--- config.mk ---
export PLATFORM = sky130hd
export DESIGN_NAME = hazard_ctrl
export DESIGN_NICKNAME = d
export VERILOG_FILES = /design/src/rtl/hazard_ctrl.sv
export SDC_FILE = /design/constraint.sdc
export NUM_CORES = 1
export LEC_CHECK = 0
export CORE_ASPECT_RATIO = 0.9
export CORE_MARGIN = 3
export CORE_UTILIZATION = 53
export CTS_CLUSTER_DIAMETER = 60
export DETAILED_ROUTE_END_ITERATION = 10
export PLACE_DENSITY_LB_ADDON = 0.12
export SETUP_SLACK_MARGIN = 0.1
export SYNTH_ARGS = -nofsm -noshare
export SYNTH_HDL_FRONTEND = slang
export SYNTH_SLANG_ARGS = --single-unit
export TNS_END_PERCENT = 50
--- constraint.sdc ---
create_clock -name clk -period 7.9 [get_ports clk]
set_input_delay 1.58 -clock clk [delete_from_list [all_inputs] [get_ports clk]]
set_output_delay 1.58 -clock clk [all_outputs]
set_load 0.05 [all_outputs]
--- src/rtl/hazard_ctrl.sv ---
// Pipeline sequencing controller: load-use, redirect and dmem-wait hazards,
// a wait-timeout watchdog, and stall/flush performance counters.
module hazard_ctrl #(
  parameter int unsigned REG_ADDR_W = 5,
  parameter int unsigned MAX_WAIT   = 16,
  parameter int unsigned CNT_W      = 32
) (
  input  logic                  clk,
  input  logic                  rst,
  input  logic [REG_ADDR_W-1:0] rs1_ID,
  input  logic [REG_ADDR_W-1:0] rs2_ID,
  input  logic                  use_rs1_ID,
  input  logic                  use_rs2_ID,
  input  logic [REG_ADDR_W-1:0] rd_EX,
  input  logic                  MemRead_EX,
  input  logic                  RegWrite_EX,
  input  logic                  branch_taken_EX,
  input  logic                  Jump_EX,
  input  logic                  dmem_req_MEM,
  input  logic                  dmem_ready_MEM,
  output logic                  pc_we,
  output logic                  pc_redirect,
  output logic                  if_id_we,
  output logic                  if_id_flush,
  output logic                  id_ex_we,
  output logic                  id_ex_flush,
  output logic                  ex_mem_we,
  output logic                  mem_wb_flush,
  output logic                  mem_timeout,
  output logic [CNT_W-1:0]      stall_cnt,
  output logic [CNT_W-1:0]      flush_cnt
);

  localparam int unsigned WAIT_W = 8;

  typedef enum logic [1:0] {
    RUN      = 2'd0,
    MEM_WAIT = 2'd1,
    HALT     = 2'd2
  } state_e;

  state_e             state_q, state_d;
  logic [WAIT_W-1:0]  wait_cnt_q, wait_cnt_d;
  logic               mem_timeout_q, mem_timeout_d;
  logic [CNT_W-1:0]   stall_cnt_q, flush_cnt_q;

  logic mem_busy;
  logic redirect;
  logic load_use;

  assign mem_busy = dmem_req_MEM && !dmem_ready_MEM && (state_q != HALT);
  assign redirect = branch_taken_EX || Jump_EX;
  assign load_use = MemRead_EX && RegWrite_EX && (rd_EX != '0) &&
                    ((use_rs1_ID && (rs1_ID == rd_EX)) ||
                     (use_rs2_ID && (rs2_ID == rd_EX)));

  // State register, watchdog and sticky timeout flag
  always_ff @(posedge clk or posedge rst) begin
    if (rst) begin
      state_q       <= RUN;
      wait_cnt_q    <= '0;
      mem_timeout_q <= 1'b0;
    end else begin
      state_q       <= state_d;
      wait_cnt_q    <= wait_cnt_d;
      mem_timeout_q <= mem_timeout_d;
    end
  end

  // Next-state logic
  always_comb begin
    state_d       = state_q;
    wait_cnt_d    = wait_cnt_q;
    mem_timeout_d = mem_timeout_q;
    unique case (state_q)
      RUN: begin
        if (dmem_req_MEM && !dmem_ready_MEM) begin
          state_d    = MEM_WAIT;
          wait_cnt_d = WAIT_W'(1);
        end
      end
      MEM_WAIT: begin
        if (dmem_ready_MEM) begin
          state_d    = RUN;
          wait_cnt_d = '0;
        end else if (wait_cnt_q < WAIT_W'(MAX_WAIT)) begin
          wait_cnt_d = wait_cnt_q + WAIT_W'(1);
        end else begin
          state_d       = HALT;
          mem_timeout_d = 1'b1;
        end
      end
      HALT:    state_d = HALT;
      default: state_d = RUN;
    endcase
  end

  // Pipeline control outputs, highest priority first
  always_comb begin
    pc_we        = 1'b1;
    pc_redirect  = 1'b0;
    if_id_we     = 1'b1;
    if_id_flush  = 1'b0;
    id_ex_we     = 1'b1;
    id_ex_flush  = 1'b0;
    ex_mem_we    = 1'b1;
    mem_wb_flush = 1'b0;
    if (rst) begin
      pc_we     = 1'b0;
      if_id_we  = 1'b0;
      id_ex_we  = 1'b0;
      ex_mem_we = 1'b0;
    end else if (mem_busy || (state_q == HALT)) begin
      pc_we        = 1'b0;
      if_id_we     = 1'b0;
      id_ex_we     = 1'b0;
      ex_mem_we    = 1'b0;
      mem_wb_flush = 1'b1;
    end else if (redirect) begin
      pc_redirect = 1'b1;
      if_id_flush = 1'b1;
      id_ex_flush = 1'b1;
    end else if (load_use) begin
      pc_we       = 1'b0;
      if_id_we    = 1'b0;
      id_ex_flush = 1'b1;
    end
  end

  // Saturating performance counters
  always_ff @(posedge clk or posedge rst) begin
    if (rst) begin
      stall_cnt_q <= '0;
      flush_cnt_q <= '0;
    end else begin
      if (!pc_we && (stall_cnt_q != '1))
        stall_cnt_q <= stall_cnt_q + CNT_W'(1);
      if (pc_redirect && (flush_cnt_q != '1))
        flush_cnt_q <= flush_cnt_q + CNT_W'(1);
    end
  end

  assign mem_timeout = mem_timeout_q;
  assign stall_cnt   = stall_cnt_q;
  assign flush_cnt   = flush_cnt_q;

endmodule

; Word level (Yosys, flattened, before mapping)
; Cells that the tools add are included.
[classes]
n_addsub = 3
order_cmp = 1
eq_ne = 10
muxes = 23
bitwise_logic = 2
n_reduce_logical = 20
[ops]
columns = operator, n
row1 = $add 32x1->32 const B, 2
row2 = $ne 32x32->1 const B, 2
row3 = $mux 8, 3
row4 = $pmux 8 s2, 1
row5 = $mux 1, 15
row6 = $eq 5x5->1, 2
row7 = $logic_and 1x1->1, 9
row8 = $add 8x1->8 const B, 1
row9 = $lt 8x5->1 const B, 1
row10 = $mux 2, 3
row11 = $ne 3x3->1 const B, 2
row12 = $pmux 2 s3, 1
row13 = $reduce_and 3->1, 2
row14 = $reduce_bool 5->1, 1
row15 = $ne 2x2->1 const B, 2
row16 = $logic_or 1x1->1, 3
row17 = $eq 2x1->1 const B, 1
row18 = $eq 2x2->1 const B, 1
row19 = $logic_not 1->1, 2
row20 = $logic_not 2->1, 1
row21 = $not 1->1, 2
row22 = $reduce_and 2->1, 1
row23 = $reduce_bool 2->1, 1
[word_totals]
regBits = 75
input_bits = 25

; Logic depth before layout (Yosys ltp)
; Gate-level depths: netlist of the first run.
[logic_depth]
depth_word = 10
ltp_mapped = 9
mapped_depth_nobuf = 7

; Worst setup path after synthesis of the first run
; No wires, ideal clock.
[synth_path]
path_type = input-to-output
start = input rst
end = output pc_we
arrival_ns = 4.506
required_time_ns = 6.320
path_slack_ns = 1.814
path_stages = 6
path_buffers = 2
path_cell_list = inv_1 > nand2_1 > a31o_2 > buf_2 > inv_1 > buf_4
[synth_between]
elab_chain_len = 1
[synth_rtl]
columns = item, line_no
row1 = start: declaration, 9  ; input logic rst,
row2 = $mux 1, n/a
row3 = end: declaration, 21  ; output logic pc_we,
; Every way passes these cells.

; Final worst setup path of the first run
[layout_path]
start = input rd_EX[0]
end = output pc_we
[layout_between]
elab_chain_len = 8
word_cells_on_any_way = 12
classes_between = eq/ne (2) / mux (4) / reduce/logical (6)
[layout_rtl]
columns = item, line_no
row1 = start: declaration, 14  ; input logic [REG_ADDR_W-1:0] rd_EX,
row2 = $eq 5x5->1 (on tied branches), "54, 55"
row3 = $logic_and 1x1->1 (on tied branches), "54, 55"
row4 = $logic_or 1x1->1, 54  ; ((use_rs1_ID && (rs1_ID == rd_EX)) ||
row5 = $logic_and 1x1->1 *, 53  ; assign load_use = MemRead_EX && RegWrite_EX && (rd_EX != '0) &&
row6 = $mux 1 *, 123  ; end else if (load_use) begin
row7 = $mux 1 *, 119  ; end else if (redirect) begin
row8 = $mux 1 *, 113  ; end else if (mem_busy || (state_q == HALT)) begin
row9 = $mux 1 *, 108  ; if (rst) begin
; Every way passes the cells marked *; elsewhere a longest branch is shown, timed or not.

==> results of run 1 <==
[sequential cells by signal, indices dropped and copies added (netlist names)]
register,count
flush_cnt,32
mem_timeout,1
stall_cnt,32
state_q,2
wait_cnt_q,8
[final timing paths]
path                                      end  slack, ns  depth (start not counted)
worst min register to register    mem_timeout       0.48                          1
worst max-delay path                    pc_we       2.12                          6
worst max register to register   stall_cnt[1]       5.15                          8
max in group asynchronous        flush_cnt[9]       5.34                          3
worst min-delay path              mem_timeout       0.48                          1
min in group asynchronous       wait_cnt_q[6]       1.98                          3
[worst reg2reg max path: cells and delay by family (launching register included)]
family	cells	cell delay (ns)
mux	1	0.34
flops	1	0.41
fa+ha+maj	1	0.22
simple gates	5	1.34
buf+inv	1	0.33
[layout by cell type, fill, tap and decap left out, types with 3 or more instances in the layout]
cell                              count
sky130_fd_sc_hd__dfrtp_1             75
sky130_fd_sc_hd__nor3_1               9
sky130_fd_sc_hd__clkbuf_8             9
sky130_fd_sc_hd__xnor2_1             56
sky130_fd_sc_hd__clkinvlp_4           3
sky130_fd_sc_hd__and2_1               6
sky130_fd_sc_hd__nand4_1             27
sky130_fd_sc_hd__nand2_1             25
sky130_fd_sc_hd__a21oi_1              4
sky130_fd_sc_hd__ha_1                 3
sky130_fd_sc_hd__and3_1              18
sky130_fd_sc_hd__inv_1                7
sky130_fd_sc_hd__nor2_1              33
sky130_fd_sc_hd__clkdlybuf4s50_1     97
sky130_fd_sc_hd__xor2_1              17
sky130_fd_sc_hd__and4_1              12
sky130_fd_sc_hd__nand3_1             37
sky130_fd_sc_hd__a41oi_1              3
sky130_fd_sc_hd__nor4_1               3
[metal layers]
layer,share of wire (%),GRT usage (%),wire [um]
met3,7.6,7.99,648
met4,0.70,4.91,59
met2,48,34.4,4040
met1,44,27.7,3740
met5,0,0,0
[stage by stage]
step                      setup slack [ns]  power, mW  instance area [um^2]  utilization, %
after floorplan                       1.81      0.655                  3830               -
after global placement                2.16      0.753                  4850            71.3
after detailed placement              2.12      0.757                  4850            71.3
after CTS                             2.12       1.08                  5060            74.5
after global routing                  2.00       1.12                  5060            74.5
final                                 2.12       1.07                  5060            74.5
[cell families after synthesis]
group                      Yosys count
AOI/OAI and AO/OA                   15
adders and majority gates            3
xor gates and xnor gates            73
muxes                                3
DFF                                 75
and+or+nand+nor                    184
buffers and inverters               21
[report_power, final]
group	switching (mW)	total, mW	internal (mW)
combinational	0.182	0.289	0.107
clock	0.140	0.316	0.176
sequential	0.0440	0.461	0.417
[cell type report]
| class | instances | area, um^2 | area share [%] |
|---|---|---|---|
| flip-flops and latches | 75 | 1880 | 37.1 |
| multi-input cells | 278 | 1840 | 36.4 |
| repair buffers | 99 | 986 | 19.5 |
| clock buffers | 9 | 124 | 2.45 |
| well taps | 90 | 113 | 2.22 |
| clock inverters | 7 | 92.6 | 1.83 |
| inverters | 8 | 30.0 | 0.593 |
==> metrics.log, run 1 <==
[metrics] nets in the synthesized netlist: around 400
[metrics] main area contributors after synthesis: sky130_fd_sc_hd__dfrtp_1 (49%), sky130_fd_sc_hd__xnor2_1 (13%), sky130_fd_sc_hd__nand3_1 (4.8%)
[metrics] classification of the worst setup path: in -> out
[metrics] critical path, cell by cell: clkdlybuf4s50_1 > or3_1 > o311a_1 > a31o_2 > inv_1 > clkdlybuf4s50_1
[metrics] Seq/Total Area, Yosys: 49.0%
[metrics] remaining design rule violation count: 0
[metrics] cell area after synthesis: 0.00383 mm^2
[metrics] slowest library cell on the worst path: sky130_fd_sc_hd__clkdlybuf4s50_1
[metrics] Inserted Clock Buffers: 9
[metrics] most common cell in the netlist: sky130_fd_sc_hd__dfrtp_1
[metrics] wire length of the first global-routing pass: 14.1 mm
[metrics] worst-skew pair later-pin latency: 0.34 ns
[metrics] peak supply drop: 0.000188 V
[metrics] root cell of the clock tree: sky130_fd_sc_hd__clkbuf_8
[metrics] number of vias per cell after detailed routing: 5.52
[metrics] Post-CTS Hold Buffers: 0
[metrics] adder-cell area share of the yosys netlist: 0.981%
[metrics] Post-CTS Setup Repair Bufs: 0
[metrics] synthesized-area fraction occupied by and/or/nand/nor cells: roughly 27%
[metrics] number of antenna violations at the first check in global routing: 0
[metrics] Total Negative Setup Slacks: 0 ns
[metrics] post-synth top area share: 49.0%
[metrics] largest stage delay on the critical path: between 0.8 and 0.9 ns
[metrics] cell total after placement: 550
[metrics] diode count: 0
[metrics] Tightest Hold Check Type: reg -> reg
[metrics] worst setup path startpoint: rd_EX[0]
[metrics] count of cell types in the netlist: 40
[metrics] TritonCTS clock tree: yes
[metrics] portion of the clock cycle consumed by the worst path in the final layout: between 70% and 80%
[metrics] Post-Syn Area per Cell: roughly 10 um^2
[metrics] share of synthesized flip-flops with an asynchronous set or reset: 100%
[metrics] Data arrival, critical path: 4.20 ns
[metrics] unrepaired setup endpoints after global routing: false
[metrics] worst-margin pin slew: 0.930 ns
[metrics] via count: 3123
[metrics] timing-limited maximum frequency: 173 MHz
[metrics] maximum fanout along the worst path: 33
[metrics] clock-pin transition on the worst setup and hold timing paths: 0.07 ns
[metrics] placeable core region: 0.00680 mm^2
[metrics] Cell Count, Final, Fillers Out: 566
[metrics] total congestion overflow: 0
[metrics] number of instances resized during post-cts repair: 0
[metrics] number of global-route vias before repair: a little over 3000
[metrics] hold violation count in the final report: 0
[metrics] vertical die dimension: ~87 um
[metrics] fraction of the mapped netlist area in compound gates: 2.75%
[metrics] Gate Count Post-Synth: between 300 and 400
[metrics] result of the run: complete, no violations
[metrics] layout cell share with drive strength beyond 1: under 10%
[metrics] family with the most delay on the worst path: buffers and inverters
[metrics] setup violation total in the final timing report: 0
[metrics] post-route minimum period: 5.78 ns
[metrics] number of filler instances in the final layout: 512
[metrics] xor/xnor cell area share of the yosys netlist: 16.7%
[metrics] largest family of logic cells by synthesized area: simple AND/OR/NAND/NOR gates
[metrics] P per Cell Area: 211 mW/mm^2
[metrics] placer congestion estimate: 0.786
[metrics] Static Leakage: 2.15 nW
[metrics] number of pins with negative max-slew slack in the final report: 0
[metrics] Final ANT Viol Nets: 0
[metrics] overall routing resource usage: 21.4%
[metrics] number of iterations in the first detailed-routing pass: 4
[metrics] H-tree lvl count: 3
[metrics] count of input and output buffers: between 90 and 100
[metrics] number of max-capacitance violations reported: 0
[metrics] most used cell, CP: sky130_fd_sc_hd__clkdlybuf4s50_1
[metrics] Core Rows: 28
[metrics] multiplexer fraction of the synthesized cell area: less than 1%
[metrics] placed wire-length estimate after detailed placement: 6.12 mm
[metrics] DRC violation total after the first TritonRoute iteration: approximately 150
[metrics] library cell with the largest summed area after synthesis: sky130_fd_sc_hd__dfrtp_1
[metrics] source of the worst hold timing path: mem_timeout
[metrics] largest clock skew in the final design: 0.00928 ns
[metrics] final-stage net count: 499
[metrics] Worst setup SP type: input pin
[metrics] number of warnings issued by yosys: 0
[metrics] CTS sink count: 75
[metrics] Syn-to-layout area delta: 32.3%
[metrics] startpoint of the worst register-to-register path: stall_cnt[0]
[metrics] routed wire length: 8.48 mm
[metrics] required time of the critical path: 6.32 ns
[metrics] Die W: 95.6 um
[metrics] most used standard cells in the synthesized netlist: sky130_fd_sc_hd__dfrtp_1 (75), sky130_fd_sc_hd__xnor2_1 (56), sky130_fd_sc_hd__nand3_1 (37)
[metrics] Total Die Area: 0.00828 mm^2
[metrics] Ports: 98
[metrics] number of synthesized register bits: 75
[metrics] final routed wire length divided by cell count: 15.0 um
[metrics] WP buf/inv: 3
[metrics] most frequently used flop master after synthesis: sky130_fd_sc_hd__dfrtp_1
[metrics] worst-case clock buffer depth: 2
[metrics] maximum number of pins on one net before global-route repair: 76
[metrics] initial core utilization: 56.3%
[metrics] number of synthesized flops with an enable pin: 0
[metrics] tightest hold margin: 0.476 ns
[metrics] Rel. slew slack: 37.5%
[metrics] sort of element at the end of the critical path: output port
No activity file was read; power rests on OpenSTA's default activity.
==> run 2, diff against run 1 <==
- CORE_UTILIZATION: 53 -> 49
- clock period: 7.9 -> 5.7 ns (I/O delays scaled with it)
==> metrics.log, run 2 (synthesized netlist as in run 1, its figures left out) <==
[metrics] result of the run: complete, no violations (unchanged)
[metrics] number of max-capacitance violations reported: 0 (unchanged)
[metrics] overall routing resource usage: 20.2% (was 21.4%)
[metrics] Syn-to-layout area delta: 32.0% (was 32.3%)
[metrics] Total Negative Setup Slacks: 0 ns (unchanged)
[metrics] setup slack, reg-to-reg: 3.02 ns (was 5.15 ns)
[metrics] post-route minimum period: 4.65 ns
[metrics] TritonCTS clock tree: yes (unchanged)
[metrics] family with the most delay on the worst path: buffers and inverters (unchanged)
[metrics] Post-CTS Hold Buffers: 0 (unchanged)
[metrics] number of instances resized during post-cts repair: 0 (unchanged)
[metrics] Met3 Routed Length: 598 um (was 648 um)
[metrics] initial core utilization: 52.2% (was 56.3%)
[metrics] P per Cell Area: 286 mW/mm^2 (was 211 mW/mm^2)
[metrics] Core Rows: 29 (was 28)
[metrics] Tightest Hold Check Type: reg -> reg (unchanged)
[metrics] Worst setup SP type: input pin (unchanged)
[metrics] routed wire length: 8.79 mm (was 8.48 mm)
[metrics] WP buf/inv: 3 (unchanged)
[metrics] critical path, cell by cell: clkdlybuf4s50_1 > or3_1 > o311a_1 > a31o_2 > inv_1 > clkdlybuf4s50_1 (unchanged)
[metrics] worst-margin pin slew: 0.946 ns (was 0.930 ns)
[metrics] number of antenna violations at the first check in global routing: 0 (unchanged)
[metrics] slowest library cell on the worst path: sky130_fd_sc_hd__clkdlybuf4s50_1 (unchanged)
[metrics] Rel. slew slack: 36.4% (was 37.5%)
[metrics] remaining design rule violation count: 0 (unchanged)
[metrics] most common cell after layout, fill and taps aside: sky130_fd_sc_hd__clkdlybuf4s50_1 (unchanged)
[metrics] top routing layer in use: met4 (unchanged)
[metrics] peak supply drop: 0.000309 V (was 0.000188 V)
[metrics] classification of the worst setup path: in -> out (unchanged)
[metrics] Cell Count, Final, Fillers Out: 569 (was 566)
[metrics] count of input and output buffers: 97 (unchanged)
[metrics] cell total after placement: 554 (was 550)
[metrics] number of pins with negative max-slew slack in the final report: 0 (unchanged)
[metrics] largest stage delay on the critical path: 0.81 ns (about the same)
[metrics] post-layout util: 68.9% (was 74.5%)
[metrics] Static Leakage: 2.16 nW (was 2.15 nW)
[metrics] vertical die dimension: 89.8 um (was 86.6 um)
[metrics] total congestion overflow: 0 (unchanged)
[metrics] Inserted Clock Buffers: 9 (unchanged)
[metrics] Met1 Wirelength: 4.09 mm (was 3.74 mm)
[metrics] placeable core region: 0.00733 mm^2 (was 0.00680 mm^2)
[metrics] most used cell, CP: sky130_fd_sc_hd__clkdlybuf4s50_1 (unchanged)
[metrics] tightest hold margin: 0.478 ns (was 0.476 ns)
[metrics] total power draw: 1.44 mW (was 1.07 mW)
[metrics] unrepaired setup endpoints after global routing: false (unchanged)
[metrics] Final ANT Viol Nets: 0 (unchanged)
[metrics] hold violation count in the final report: 0 (unchanged)
[metrics] final routed wire length divided by cell count: 15.5 um (was 15.0 um)
[metrics] leading cell types in the layout, fill and taps excluded: sky130_fd_sc_hd__clkdlybuf4s50_1 (97), sky130_fd_sc_hd__dfrtp_1 (75), sky130_fd_sc_hd__xnor2_1 (56) (unchanged)
[metrics] sort of element at the end of the critical path: output port (unchanged)
[metrics] number of iterations in the first detailed-routing pass: 5 (was 4)
[metrics] worst-case clock buffer depth: 2 (unchanged)
[metrics] number of filler instances in the final layout: 572 (was 512)
[metrics] root cell of the clock tree: sky130_fd_sc_hd__clkbuf_8 (unchanged)
[metrics] Total Die Area: 0.00891 mm^2 (was 0.00828 mm^2)
[metrics] placer congestion estimate: 0.823 (was 0.786)
[metrics] placed wire-length estimate after detailed placement: 6.34 mm (was 6.12 mm)
[metrics] Non-Filler Cell Area, Final: 0.00505 mm^2 (was 0.00506 mm^2)
[metrics] final setup margin: 1.05 ns (was 2.12 ns)
[metrics] diode count: 0 (unchanged)
[metrics] Data arrival, critical path: 3.51 ns (was 4.20 ns)
[metrics] number of global-route vias before repair: 3063 (was 3083)
[metrics] setup violation total in the final timing report: 0 (unchanged)
[metrics] routed length on met2: 4.00 mm (was 4.04 mm)
[metrics] timing-limited maximum frequency: 215 MHz
[metrics] Ports: 98 (unchanged)
[metrics] clock-pin transition on the worst setup and hold timing paths: 0.07 ns (about the same)
[metrics] portion of the clock cycle consumed by the worst path in the final layout: 81.5%
[metrics] Post-CTS Setup Repair Bufs: 0 (unchanged)
[metrics] via count: 3116 (was 3123)
[metrics] Die W: 99.2 um (was 95.6 um)
[metrics] largest clock skew in the final design: 0.00777 ns (was 0.00928 ns)
[metrics] final-stage net count: 500 (was 499)
[metrics] maximum number of pins on one net before global-route repair: 76 (unchanged)
[metrics] DRC violation total after the first TritonRoute iteration: 151 (unchanged)
[metrics] worst-skew pair later-pin latency: 0.34 ns (about the same)
[metrics] required time of the critical path: 4.56 ns (was 6.32 ns)
[metrics] wire length of the first global-routing pass: 14.7 mm (was 14.1 mm)
[metrics] maximum fanout along the worst path: 3 (was 33)
[metrics] H-tree lvl count: 3 (unchanged)
[metrics] placement-stage worst setup slack: 1.04 ns (was 2.12 ns)
[metrics] number of vias per cell after detailed routing: 5.48 (was 5.52)
[metrics] CTS sink count: 75 (unchanged)
[metrics] layout cell share with drive strength beyond 1: 5.88% (was 6.30%)
[metrics] Post-Place Cell Area: 0.00486 mm^2 (was 0.00485 mm^2)
[run 2: metal layers]
layer / up-vias / GRT usage (%)
met5: - / 0
met4: 0 / 6.60
li1: 1512 / -
met3: 6 / 5.26
met1: 1496 / 28.2
met2: 102 / 30.6
[run 2: area by class of cell]
type	count	area, um^2	area share (%)
Sequential cell	75	1880	37.1
Clock inverter	2	35.0	0.693
Inverter	8	30.0	0.594
Tap cell	93	116	2.30
Timing Repair Buffer	100	993	19.7
Clock buffer	13	159	3.15
Multi-Input combinational cell	278	1840	36.5
[run 2: final timing paths]
check / start / endpoint / depth (start not counted)
setup / recovery: rd_EX[0] / pc_we / 6
hold / removal: mem_timeout / mem_timeout / 1
setup reg to reg: stall_cnt[0] / stall_cnt[1] / 8
hold reg to reg: mem_timeout / mem_timeout / 1
max in group asynchronous: rst / stall_cnt[4] / 3
min in group asynchronous: rst / stall_cnt[20] / 3
[run 2: power by group]
| group | total [mW] | internal [mW] | switching, mW |
|---|---|---|---|
| sequential | 0.635 | 0.578 | 0.0563 |
| combinational | 0.401 | 0.148 | 0.253 |
| clock | 0.408 | 0.224 | 0.185 |
[run 2: worst reg2reg max path, delay by kind of cell, from the launching register on]
kind          cells  cell delay [ns]
fa+ha+maj         1             0.22
buf+inv           1             0.32
flops             1             0.40
mux               1             0.33
simple gates      5             1.30
==> run 3, diff against run 2 <==
- CORE_UTILIZATION: 49 -> 44
- clock period: 5.7 -> 3.8 ns (I/O delays scaled with it)
==> metrics.log, run 3 (synthesized netlist as in run 1, its figures left out) <==
[metrics] result of the run: complete, no violations (unchanged)
[metrics] Ports: 98 (unchanged)
[metrics] Total Die Area: 0.00986 mm^2 (was 0.00891 mm^2)
[metrics] placeable core region: 0.00826 mm^2 (was 0.00733 mm^2)
[metrics] number of iterations in the first detailed-routing pass: 4 (was 5)
[metrics] Data arrival, critical path: 2.58 ns (was 3.51 ns)
[metrics] remaining design rule violation count: 0 (unchanged)
[metrics] maximum fanout along the worst path: 8 (was 3)
[metrics] final-stage net count: 500 (unchanged)
[metrics] Post-CTS Hold Buffers: 0 (unchanged)
[metrics] endpoint of the worst hold path: mem_timeout (unchanged)
[metrics] startpoint of the worst register-to-register path: stall_cnt[0] (unchanged)
[metrics] Net Sw Frac: 33.1% (was 34.2%)
[metrics] number of instances on the worst hold path: 1 (unchanged)
[metrics] required time of the critical path: 3.04 ns (was 4.56 ns)
[metrics] initial core utilization: 46.3% (was 52.2%)
[metrics] layout cell share with drive strength beyond 1: 7.97% (was 5.88%)
[metrics] worst-margin pin slew: 0.912 ns (was 0.946 ns)
[metrics] post-layout util: 62.0% (was 68.9%)
[metrics] maximum number of pins on one net before global-route repair: 76 (unchanged)
[metrics] cell count of the worst reg-to-reg path: 8 (unchanged)
[metrics] number of pins with negative max-slew slack in the final report: 0 (unchanged)
[metrics] H-tree lvl count: 3 (unchanged)
[metrics] P per Cell Area: 451 mW/mm^2 (was 286 mW/mm^2)
[metrics] post-route minimum period: 3.34 ns
[metrics] Worst setup SP type: input pin (unchanged)
[metrics] CTS sink count: 75 (unchanged)
[metrics] routed wire length: 8.78 mm (was 8.79 mm)
[metrics] Total Negative Setup Slacks: 0 ns (unchanged)
[metrics] met2 track demand over resource: 28.4% (was 30.6%)
[metrics] Post-Place Cell Area: 0.00487 mm^2 (was 0.00486 mm^2)
[metrics] endpoint of the worst-slack reg-to-reg timing path: stall_cnt[1] (unchanged)
[metrics] total congestion overflow: 0 (unchanged)
[metrics] number of global-route vias before repair: 2986 (was 3063)
[metrics] most common cell after layout, fill and taps aside: sky130_fd_sc_hd__clkdlybuf4s50_1 (unchanged)
[metrics] leading cell types in the layout, fill and taps excluded: sky130_fd_sc_hd__clkdlybuf4s50_1 (90), sky130_fd_sc_hd__dfrtp_1 (75), sky130_fd_sc_hd__xnor2_1 (56) (was sky130_fd_sc_hd__clkdlybuf4s50_1 (97), sky130_fd_sc_hd__dfrtp_1 (75), sky130_fd_sc_hd__xnor2_1 (56))
[metrics] placed wire-length estimate after detailed placement: 6.40 mm (was 6.34 mm)
[metrics] source of the worst hold timing path: mem_timeout (unchanged)
[metrics] unrepaired setup endpoints after global routing: false (unchanged)
[metrics] number of vias per cell after detailed routing: 5.22 (was 5.48)
[metrics] Rel. slew slack: 39.2% (was 36.4%)
[metrics] root cell of the clock tree: sky130_fd_sc_hd__clkbuf_8 (unchanged)
[metrics] portion of the clock cycle consumed by the worst path in the final layout: 88.0%
[metrics] timing-limited maximum frequency: 299 MHz
[metrics] overall routing resource usage: 18.8% (was 20.2%)
[metrics] Core Rows: 31 (was 29)
[metrics] Inserted Clock Buffers: 9 (unchanged)
[metrics] sequential cell fraction of total power: 41.2% (was 43.9%)
[metrics] Most Crowded Layer GR: met2 (unchanged)
[metrics] clock-pin transition on the worst setup and hold timing paths: 0.08 ns (was 0.07 ns)
[metrics] classification of the worst setup path: in -> out (unchanged)
[metrics] Die W: 104 um (was 99.2 um)
[metrics] peak supply drop: 0.000451 V (was 0.000309 V)
[metrics] total power draw: 2.31 mW (was 1.44 mW)
[metrics] Tightest Hold Check Type: reg -> reg (unchanged)
[metrics] placer congestion estimate: 0.798 (was 0.823)
[metrics] final routed wire length divided by cell count: 14.8 um (was 15.5 um)
[metrics] setup violation total in the final timing report: 0 (unchanged)
[metrics] Pint: 1.55 mW (was 0.950 mW)
[metrics] met1 Usage GRT: 26.6% (was 28.2%)
[metrics] TritonCTS clock tree: yes (unchanged)
[metrics] Non-Filler Cell Area, Final: 0.00512 mm^2 (was 0.00505 mm^2)
[metrics] net load switching power: 0.764 mW (was 0.494 mW)
[metrics] Static Leakage: 2.19 nW (was 2.16 nW)
[metrics] vertical die dimension: 94.5 um (was 89.8 um)
[metrics] setup slack, reg-to-reg: 1.12 ns (was 3.02 ns)
[metrics] part of the total power dissipated in the clock network: 32.8% (was 28.3%)
[metrics] diode count: 0 (unchanged)
[metrics] hold violation count in the final report: 0 (unchanged)
[metrics] Final ANT Viol Nets: 0 (unchanged)
[metrics] worst-case clock buffer depth: 2 (unchanged)
[metrics] Syn-to-layout area delta: 33.9% (was 32.0%)
[metrics] DRC violation total after the first TritonRoute iteration: 124 (was 151)
[metrics] Post-CTS Setup Repair Bufs: 0 (unchanged)
[metrics] relative contribution of combinational cells to total power: 26.0% (was 27.8%)
[metrics] tightest hold margin: 0.472 ns (was 0.478 ns)
[metrics] routing usage on met3: 4.78% (was 5.26%)
[metrics] number of instances resized during post-cts repair: 0 (unchanged)
[metrics] wire length of the first global-routing pass: 14.9 mm (was 14.7 mm)
[metrics] largest clock skew in the final design: 0.0142 ns (was 0.00777 ns)
[metrics] number of antenna violations at the first check in global routing: 0 (unchanged)
[metrics] count of input and output buffers: 97 (unchanged)
[metrics] sort of element at the end of the critical path: output port (unchanged)
[metrics] worst-skew pair later-pin latency: 0.35 ns (was 0.34 ns)
[metrics] number of max-capacitance violations reported: 0 (unchanged)
[metrics] via count: 3092 (was 3116)
## run 3: cell count changes in the layout (fill, tap and decap cells not counted), sizes merged
cell	before	now
buf	3	10
clkinv	1	0
clkbuf	13	11
clkinvlp	0	1
clkdlybuf4s50	97	90
bufinv	1	3
inv	8	9
## run 3: worst max-delay path by stage
stage,slack (ns),endpoint,from
6_report,0.46,mem_wb_flush,dmem_ready_MEM
2_1_floorplan,0.13,pc_we,rst
3_5_place_dp,0.45,mem_wb_flush,dmem_ready_MEM
5_1_grt,0.35,mem_wb_flush,dmem_ready_MEM
3_3_place_gp,0.48,mem_wb_flush,dmem_ready_MEM
4_1_cts,0.45,mem_wb_flush,dmem_ready_MEM
## run 3: routing by layer
metal | wire (um) | part of all wire, % | vias up
li1 | - | - | 1510
met1 | 4360 | 50 | 1470
met2 | 3840 | 44 | 98
met3 | 452 | 5.1 | 14
met4 | 135 | 1.5 | 0
met5 | 0 | 0 | -
## run 3: cell type report
cell class | instances | area, um^2
clock buffer | 11 | 141
clock inverter | 5 | 108
fill | 750 | 3140
inverter | 8 | 33.8
multi-input combinational | 278 | 1840
sequential | 75 | 1880
tap | 115 | 144
timing repair buffer | 100 | 976
## run 3: power by group through the flow
stage	registers [mW]	logic, mW	clock network (mW)
2_1_floorplan	1.17	0.191	0
3_3_place_gp	0.966	0.599	0
3_5_place_dp	0.967	0.606	0
4_1_cts	0.953	0.607	0.785
5_1_grt	0.967	0.637	0.823
6_report	0.953	0.600	0.759
## run 3: metrics by stage
step	instances	worst slack (ns)
after floorplan	374	0.132
after global placement	576	0.478
after detailed placement	576	0.452
after CTS	592	0.446
after global routing	592	0.346
final	592	0.457
## run 3: worst max-delay path: stages
cell,delay (ns)
sky130_fd_sc_hd__clkdlybuf4s50_1,0.53
sky130_fd_sc_hd__nor2b_1,0.28
sky130_fd_sc_hd__nor2_1,0.10
sky130_fd_sc_hd__nor2_1,0.10
sky130_fd_sc_hd__clkdlybuf4s50_1,0.81
